**src/rtl/addsub_result_stage.sv**
```systemverilog
// Result stage behind the N-bit adder/subtractor: it derives the flags and checks the sum,
// then buffers results in a 2-entry FIFO and keeps saturating op/overflow counters.
module addsub_result_stage #(
  parameter int unsigned N  = 3,
  parameter int unsigned CW = 8
) (
  input  logic          clk,
  input  logic          rst,
  input  logic          in_valid,
  output logic          in_ready,
  input  logic [N-1:0]  in_a,
  input  logic [N-1:0]  in_b,
  input  logic          in_m,
  input  logic [N-1:0]  in_s,
  input  logic          in_c,
  output logic          out_valid,
  input  logic          out_ready,
  output logic [N-1:0]  out_s,
  output logic          out_m,
  output logic          out_carry,
  output logic          out_borrow,
  output logic          out_zero,
  output logic          out_ovf,
  output logic [CW-1:0] op_count,
  output logic [CW-1:0] ovf_count,
  output logic          err
);

  typedef struct packed {
    logic [N-1:0] s;
    logic         m;
    logic         carry;
    logic         borrow;
    logic         zero;
    logic         ovf;
  } entry_t;

  entry_t          ent_q [0:1];
  entry_t          ent_d;
  logic            rptr_q, wptr_q;
  logic [1:0]      count_q, count_d;
  logic            in_ready_q, in_ready_d;
  logic [CW-1:0]   op_count_q, op_count_d;
  logic [CW-1:0]   ovf_count_q, ovf_count_d;
  logic            err_q, err_d;

  logic            push, pop;
  logic [N-1:0]    bm;
  logic [N:0]      ref_sum;
  logic            chk_fail;

  // Flag derivation and adder check on the incoming operation.
  always_comb begin
    bm        = in_b ^ {N{in_m}};
    ref_sum   = {1'b0, in_a} + {1'b0, bm} + {{N{1'b0}}, in_m};
    chk_fail  = ({in_c, in_s} != ref_sum);
    ent_d.s      = in_s;
    ent_d.m      = in_m;
    ent_d.carry  = in_c && !in_m;
    ent_d.borrow = !in_c && in_m;
    ent_d.zero   = (in_s == '0);
    ent_d.ovf    = (in_a[N-1] == bm[N-1]) && (in_s[N-1] != in_a[N-1]);
  end

  always_comb begin
    push = in_valid && in_ready_q;
    pop  = (count_q != 2'd0) && out_ready;
    unique case ({push, pop})
      2'b10:   count_d = count_q + 2'd1;
      2'b01:   count_d = count_q - 2'd1;
      default: count_d = count_q;
    endcase
    in_ready_d = (count_d != 2'd2);

    op_count_d  = op_count_q;
    ovf_count_d = ovf_count_q;
    err_d       = err_q;
    if (push) begin
      if (op_count_q != '1) op_count_d = op_count_q + CW'(1);
      if (ent_d.ovf && (ovf_count_q != '1)) ovf_count_d = ovf_count_q + CW'(1);
      if (chk_fail) err_d = 1'b1;
    end
  end

  always_ff @(posedge clk or posedge rst) begin
    if (rst) begin
      for (int i = 0; i < 2; i++) ent_q[i] <= '0;
      rptr_q      <= 1'b0;
      wptr_q      <= 1'b0;
      count_q     <= 2'd0;
      in_ready_q  <= 1'b1;
      op_count_q  <= '0;
      ovf_count_q <= '0;
      err_q       <= 1'b0;
    end else begin
      if (push) ent_q[wptr_q] <= ent_d;
      // 1-bit pointers wrap modulo 2 on their own.
      rptr_q      <= rptr_q ^ pop;
      wptr_q      <= wptr_q ^ push;
      count_q     <= count_d;
      in_ready_q  <= in_ready_d;
      op_count_q  <= op_count_d;
      ovf_count_q <= ovf_count_d;
      err_q       <= err_d;
    end
  end

  // Head entry straight from storage; the slot is not rewritten while it is the head.
  always_comb begin
    out_valid  = (count_q != 2'd0);
    out_s      = ent_q[rptr_q].s;
    out_m      = ent_q[rptr_q].m;
    out_carry  = ent_q[rptr_q].carry;
    out_borrow = ent_q[rptr_q].borrow;
    out_zero   = ent_q[rptr_q].zero;
    out_ovf    = ent_q[rptr_q].ovf;
  end

  assign in_ready  = in_ready_q;
  assign op_count  = op_count_q;
  assign ovf_count = ovf_count_q;
  assign err       = err_q;

endmodule

```
**config.mk**
```make
export PLATFORM = sky130hd
export DESIGN_NAME = addsub_result_stage
export DESIGN_NICKNAME = d
export VERILOG_FILES = /design/src/rtl/addsub_result_stage.sv
export SDC_FILE = /design/constraint.sdc
export NUM_CORES = 1
export LEC_CHECK = 0
export ABC_AREA = 1
export ABC_CLOCK_PERIOD_IN_PS = 1400
export BUFFER_PORTS_ARGS = -buffer_cell sky130_fd_sc_hd__buf_2
export CORE_MARGIN = 2
export CORE_UTILIZATION = 49
export CTS_CLUSTER_DIAMETER = 50
export CTS_CLUSTER_SIZE = 40
export DETAILED_ROUTE_END_ITERATION = 6
export MAX_ROUTING_LAYER = met4
export PLACE_DENSITY = 0.75
export SYNTH_ARGS = -nofsm -noshare
export SYNTH_HDL_FRONTEND = slang
export SYNTH_SLANG_ARGS = --single-unit
```
**constraint.sdc**
```tcl
create_clock -name clk -period 1.4 [get_ports clk]
set_input_delay 0.28 -clock clk [delete_from_list [all_inputs] [get_ports clk]]
set_output_delay 0.28 -clock clk [all_outputs]
set_load 0.05 [all_outputs]
```
* Yosys cells after proc, flatten, opt, wreduce, memory -nomap -nowiden
Cells that the tools add are included.
W data, S select, Z words.
** Storage, ports and cells
- Bits in latches :: 0
- Memory bits (read-only) :: 0
- Output and inout bits :: 27
- Input bits :: 15
- Memories kept :: 0
- Word-level logic and storage cells :: 62
- RAM bits :: 0
- Register bits :: 38
** Cells by class
- Bitwise logic cells :: 5
- Reductions and logical operators :: 14
- Shifts and indexed selects :: 0
- Add/subtract/negate cells :: 6
- Multipliers :: 0
- Div/mod/pow operators :: 0
- Magnitude comparators :: 3
- Equality and inequality tests :: 8
- Mux-type cells :: 7
** Operators by type and width (count)
- $mux W8 :: 4
- $add A8 B1 Y8 const B :: 2
- $bwmux W16 :: 1
- $ne A8 B8 Y1 const B :: 2
- $demux W8 S1 :: 1
- $logic_and A1 B1 Y1 :: 7
- $reduce_and A2 Y1 :: 3
- $add A3 B3 Y4 :: 1
- $add A4 B1 Y4 :: 1
- $ge A2 B2 Y1 const B :: 2
- $ne A4 B4 Y1 :: 1
- $not A1 Y2 :: 2
- $pmux W2 S2 :: 1
- $logic_not A3 Y1 :: 1
- $xor A3 B3 Y3 :: 1
- $add A2 B1 Y2 const B :: 1
- $eq A2 B1 Y1 const B :: 1
- $eq A2 B2 Y1 const B :: 1
- $logic_not A1 Y1 :: 2
- $lt A2 B1 Y1 const B :: 1
- $ne A2 B2 Y1 const B :: 1
- $reduce_bool A2 Y1 :: 1
- $sub A2 B1 Y2 const B :: 1
- $xor A1 B1 Y1 :: 2
- other kinds (2) :: 2

* Depth between registers and ports, before layout
- Depth in word-level cells :: 6
- Gate-level depth with buffers :: 13

* Worst setup path before layout
OpenSTA, ideal clock, no wires.
- Kind :: register to output
- Start point :: register rptr_q
- End point :: output port out_s[0]
- Path slack :: -0.589 ns
- Buffers on the path :: 1
- Stages on the path, launching flop included :: 3
- Arrival time :: 1.709 ns
- Cells stage by stage :: dfrtp_1 -> clkbuf_1 -> o21ai_0
** On the way
- Longest elaborated chain between the ends :: 4
** Ends and longest elaborated chain
- start: declaration :: line 40 : logic rptr_q, wptr_q;
- start signal: assignment :: line 98 : rptr_q <= rptr_q ^ pop;
- $not A1 Y2 (not written as such) :: line 111 : out_s = ent_q[rptr_q].s;
- $mux W8 (3 in series)
- end: declaration :: line 18 : output logic [N-1:0] out_s,
Every way passes these cells. The select of a mux whose other input is x is not followed.

* Worst setup path in the final report
- Start point :: register rptr_q
- End point :: output port out_ovf
** On the way
- Longest elaborated chain between the ends :: 4
** Ends and longest elaborated chain
- $not A1 Y2 (not written as such) :: line 116 : out_ovf = ent_q[rptr_q].ovf;
- $mux W8 (not written as such) :: line 116
- $mux W8 (2 in series)
- end: declaration :: line 23 : output logic out_ovf,
Every way passes these cells. The select of a mux whose other input is x is not followed.

==> run summary <==
Clock transition at the registers of the reported paths: 0.07 ns. The slowest stage of the critical path belongs to the cell sky130_fd_sc_hd__dfrtp_1. The fraction of final layout cells with drive strength greater than 1 is 42.73%, and the relative area change from synthesis to final layout is 55.72%. The most frequent cell on the critical path is sky130_fd_sc_hd__nand2_2. Setup violations remaining at the end of the flow were counted as 15.

The run finished, with violations left. The post-layout worst setup margin came out at -0.09618 ns. Non-filler instance count after layout: 394. The chip width is 68.44 um, and the count of antenna diodes in the layout is 0. The library cell used most frequently in the layout, excluding fill and tap cells, is sky130_fd_sc_hd__nand2_1. The logs give 46.80% for the sequential fraction of the synthesis area and -0.6495 ns for the total negative slack. The global-route wire length before repair is 7831 um, and the data required time of the worst path is 1.12 ns. The count of routing violations after the opening detailed-route iteration was 110. The wire-length estimate of the detail-placed layout is 3303 um. Based on the critical path, the design can be clocked at up to 668.4 MHz. For this run, design rule violations remaining after detail routing come to 0. In the global route stage, overall resource usage came out at 23.81%. The minimum clock period after layout was 1.496 ns. The number of global-route vias before repair is 1,722.

The tree is rooted in a sky130_fd_sc_hd__clkbuf_8. The highest cell delay on the worst timing path came out at 0.39 ns. After routing the design area is 3168 um^2. sky130_fd_sc_hd__dfrtp_1 takes more of the synthesized area than any other cell.

For this design the total switching power over the nets is 0.003479 W. Of the total power, the clock network draws 12.7%. The first-pass iteration count of the detailed router was 4; the worst-case clock buffer depth was 2. Setup repair after global routing could not meet its margin everywhere. The tightest min-delay check is of the in2reg type.

Yosys printed 0 warnings. The detail-routed via count per cell is 4.995, and the final weighted congestion of routability-driven global placement is 0.8466. Floorplan row count: 23. Final-stage net count: 366.

The top cell types in the final layout, fill and taps aside, are sky130_fd_sc_hd__nand2_1, sky130_fd_sc_hd__inv_1, sky130_fd_sc_hd__buf_4. The later pin in the worst-skew pair is clocked with a latency of 0.30 ns. Synthesis produced 258 cells. The clock drives 38 sinks. For the pin with the worst max-slew slack, the measured transition is 0.6315 ns.

The worst setup path is launched from a flop. The logs give 0 for the initial antenna violation count and 2639 um^2 for the area of placed instances. The total count of hold-check failures in the final report came out at 0. TritonCTS built the clock tree. In this run, distinct cell masters in the synthesized netlist total 25. The internal power is 0.003803 W.

The number of nets handed over by synthesis was 281. Net switching is 47.77% of the power. For the sum of routed wire length over all layers, the log shows 5781 um. The number of buffers added on ports is 41, and the total of flip-flops plus latches after synthesis is 38. The slack of the worst reg-to-reg path was -0.06 ns. Measured against its own limit, the worst slew margin works out to 57.51%. The count of final max-slew check failures came out at 0. In this run the worst path has a maximum fanout of 8. The routed layout has 1,968 vias. The level count of the clock H-tree was 2; the worst voltage drop across the vdd grid was 1.441 mV.

For the global-route congestion overflow total, the log shows 0. Element type at the critical path end: an output pin. The die is 68.44 um tall. The region available for standard cell placement spans 4000 um^2. By area the synthesized netlist is led by sky130_fd_sc_hd__dfrtp_1, sky130_fd_sc_hd__nand2_1, sky130_fd_sc_hd__inv_1.

The area enclosed by the die boundary came out at 4683 um^2. In the final routed layout, each cell accounts on average for 14.67 um. Between clock sinks in the finished design, the worst skew comes to 0.01282 ns. The portion of total power attributed to sequential cells is 26.2%, and the final period utilization is 106.9%.

At the worst endpoint, the arrival time is 1.22 ns. The number of buffers added by the clock tree synthesis step is 5, and the leakage power is 1.618 nW. The placed cell count was 373.

The number of max-cap violations was 0. The signal on the critical path passes through buf_6 > inv_4 > nand2_2 > nand2_2 > buf_8. Per report_power, the combinational group accounts for 61.1% of the total. The cell area that synthesis handed to floorplanning was 2034 um^2. The final reports fail on setup timing.

The per-instance average area after synthesis works out to 7.885 um^2. Entering global routing, the biggest net connects 22 pins. The total power per unit cell area was 2298 nW/um^2.

The type of the setup path with the least slack is reg2out. The share of the synthesized area in the top cell type came out at 45.51%. 42 I/O pins were placed. The count of nets left with antenna violations once routing finished came out at 0.

For this configuration, the core starts out at a cell density of 50.86%.
-- cell usage after synthesis --
cell / count
sky130_fd_sc_hd__inv_1: 39
sky130_fd_sc_hd__o31ai_1: 2
sky130_fd_sc_hd__fa_1: 1
sky130_fd_sc_hd__buf_6: 1
sky130_fd_sc_hd__or2_0: 1
sky130_fd_sc_hd__ha_1: 7
sky130_fd_sc_hd__nand2_2: 2
sky130_fd_sc_hd__nor2_1: 6
sky130_fd_sc_hd__nand2_1: 90
sky130_fd_sc_hd__dfrtp_1: 37
sky130_fd_sc_hd__nand4_1: 3
sky130_fd_sc_hd__clkbuf_1: 3
sky130_fd_sc_hd__o21ai_0: 22
sky130_fd_sc_hd__nand3_1: 12
sky130_fd_sc_hd__a21oi_1: 3
sky130_fd_sc_hd__inv_2: 1
sky130_fd_sc_hd__dfstp_2: 1
sky130_fd_sc_hd__buf_2: 2
sky130_fd_sc_hd__o21ai_1: 3
sky130_fd_sc_hd__nor4_1: 1
sky130_fd_sc_hd__xor2_1: 10
sky130_fd_sc_hd__xnor2_1: 7
sky130_fd_sc_hd__nor3_1: 2
sky130_fd_sc_hd__nand3b_1: 1
sky130_fd_sc_hd__or2_2: 1
-- logic make-up (layout without fill, tap and decap cells) --
kind of cell,Yosys count,after routing,synth area share (%)
simple gates,119,120,23.99
buf+inv,46,131,8.979
flops,38,38,46.80
compound gates,30,30,7.626
xor+xnor,17,17,7.318
fa+ha+maj,8,8,5.289
-- worst max-delay path: cells and delay by family (launching register included) --
family        cells  cell delay (ns)
simple gates      2             0.13
flops             1             0.39
buf+inv           3             0.39
-- path summary, 6_finish.rpt --
| path | from | end | depth (start not counted) |
|---|---|---|---|
| max | rptr_q | out_ovf | 5 |
| min | in_s[0] | ent_q[13] | 3 |
| max reg2reg | in_ready | ent_q[11] | 7 |
| min reg2reg | ent_q[1] | ent_q[1] | 2 |
| max in group asynchronous | rst | in_ready | 4 |
| min in group asynchronous | rst | op_count[7] | 3 |
-- cell type report --
cell class,count,area (um^2)
Inverter,40,170.2
Sequential cell,38,960.9
Timing Repair inverter,1,11.26
Tap cell,50,62.56
Multi-Input combinational cell,175,1189
Clock inverter,1,30.03
Timing Repair Buffer,82,668.1
Fill cell,244,832.0
Clock buffer,7,76.32
-- metrics by stage --
stage	total power (W)	worst slack, ns	hold WS, ns	util (%)
after floorplan	0.004322	-0.2239	0.3762	-
after global placement	0.005180	-0.2707	0.2843	65.97
after detailed placement	0.005259	-0.3216	0.2805	65.97
after CTS	0.006673	-0.07781	0.2328	72.66
after global routing	0.007671	-0.1167	0.2498	79.20
final	0.007282	-0.09618	0.2330	79.20
-- power groups by stage --
stage                     Clock [W]  Combinational (W)  Sequential, W
after detailed placement          0            0.00339        0.00187
after CTS                  0.000926            0.00388        0.00187
after global routing       0.000985            0.00473        0.00196
after global placement            0            0.00333        0.00185
final                      0.000922            0.00445        0.00191
after floorplan                   0            0.00189        0.00243
-- what timing repair did --
action | 4_1_cts | 5_1_grt
hold endpoints to repair | 6 | 0
pin swaps | 9 | 17
endpoints found under the setup margin | 15 | 32
cloned | 1 | 1
hold buffers | 1 | 0
gates resized for setup | 39 | 47
buffers inserted | 2 | 8
-- flip-flops by register name, indices dropped and copies added (netlist names) --
name       cells
count_q        2
in_ready       1
ent_q         16
rptr_q         1
op_count       8
wptr_q         1
ovf_count      8
err            1
-- metal layers --
metal | part of all wire [%] | wire length [um] | global-route usage [%] | up-vias
met4 | 2.5 | 146 | 11.00 | 0
met1 | 42 | 2418 | 28.12 | 936
li1 | - | - | - | 969
met5 | 0 | 0 | - | -
met3 | 3.1 | 177 | 5.592 | 15
met2 | 53 | 3038 | 38.34 | 48
Note: power is estimated with default switching activity, not from simulation.
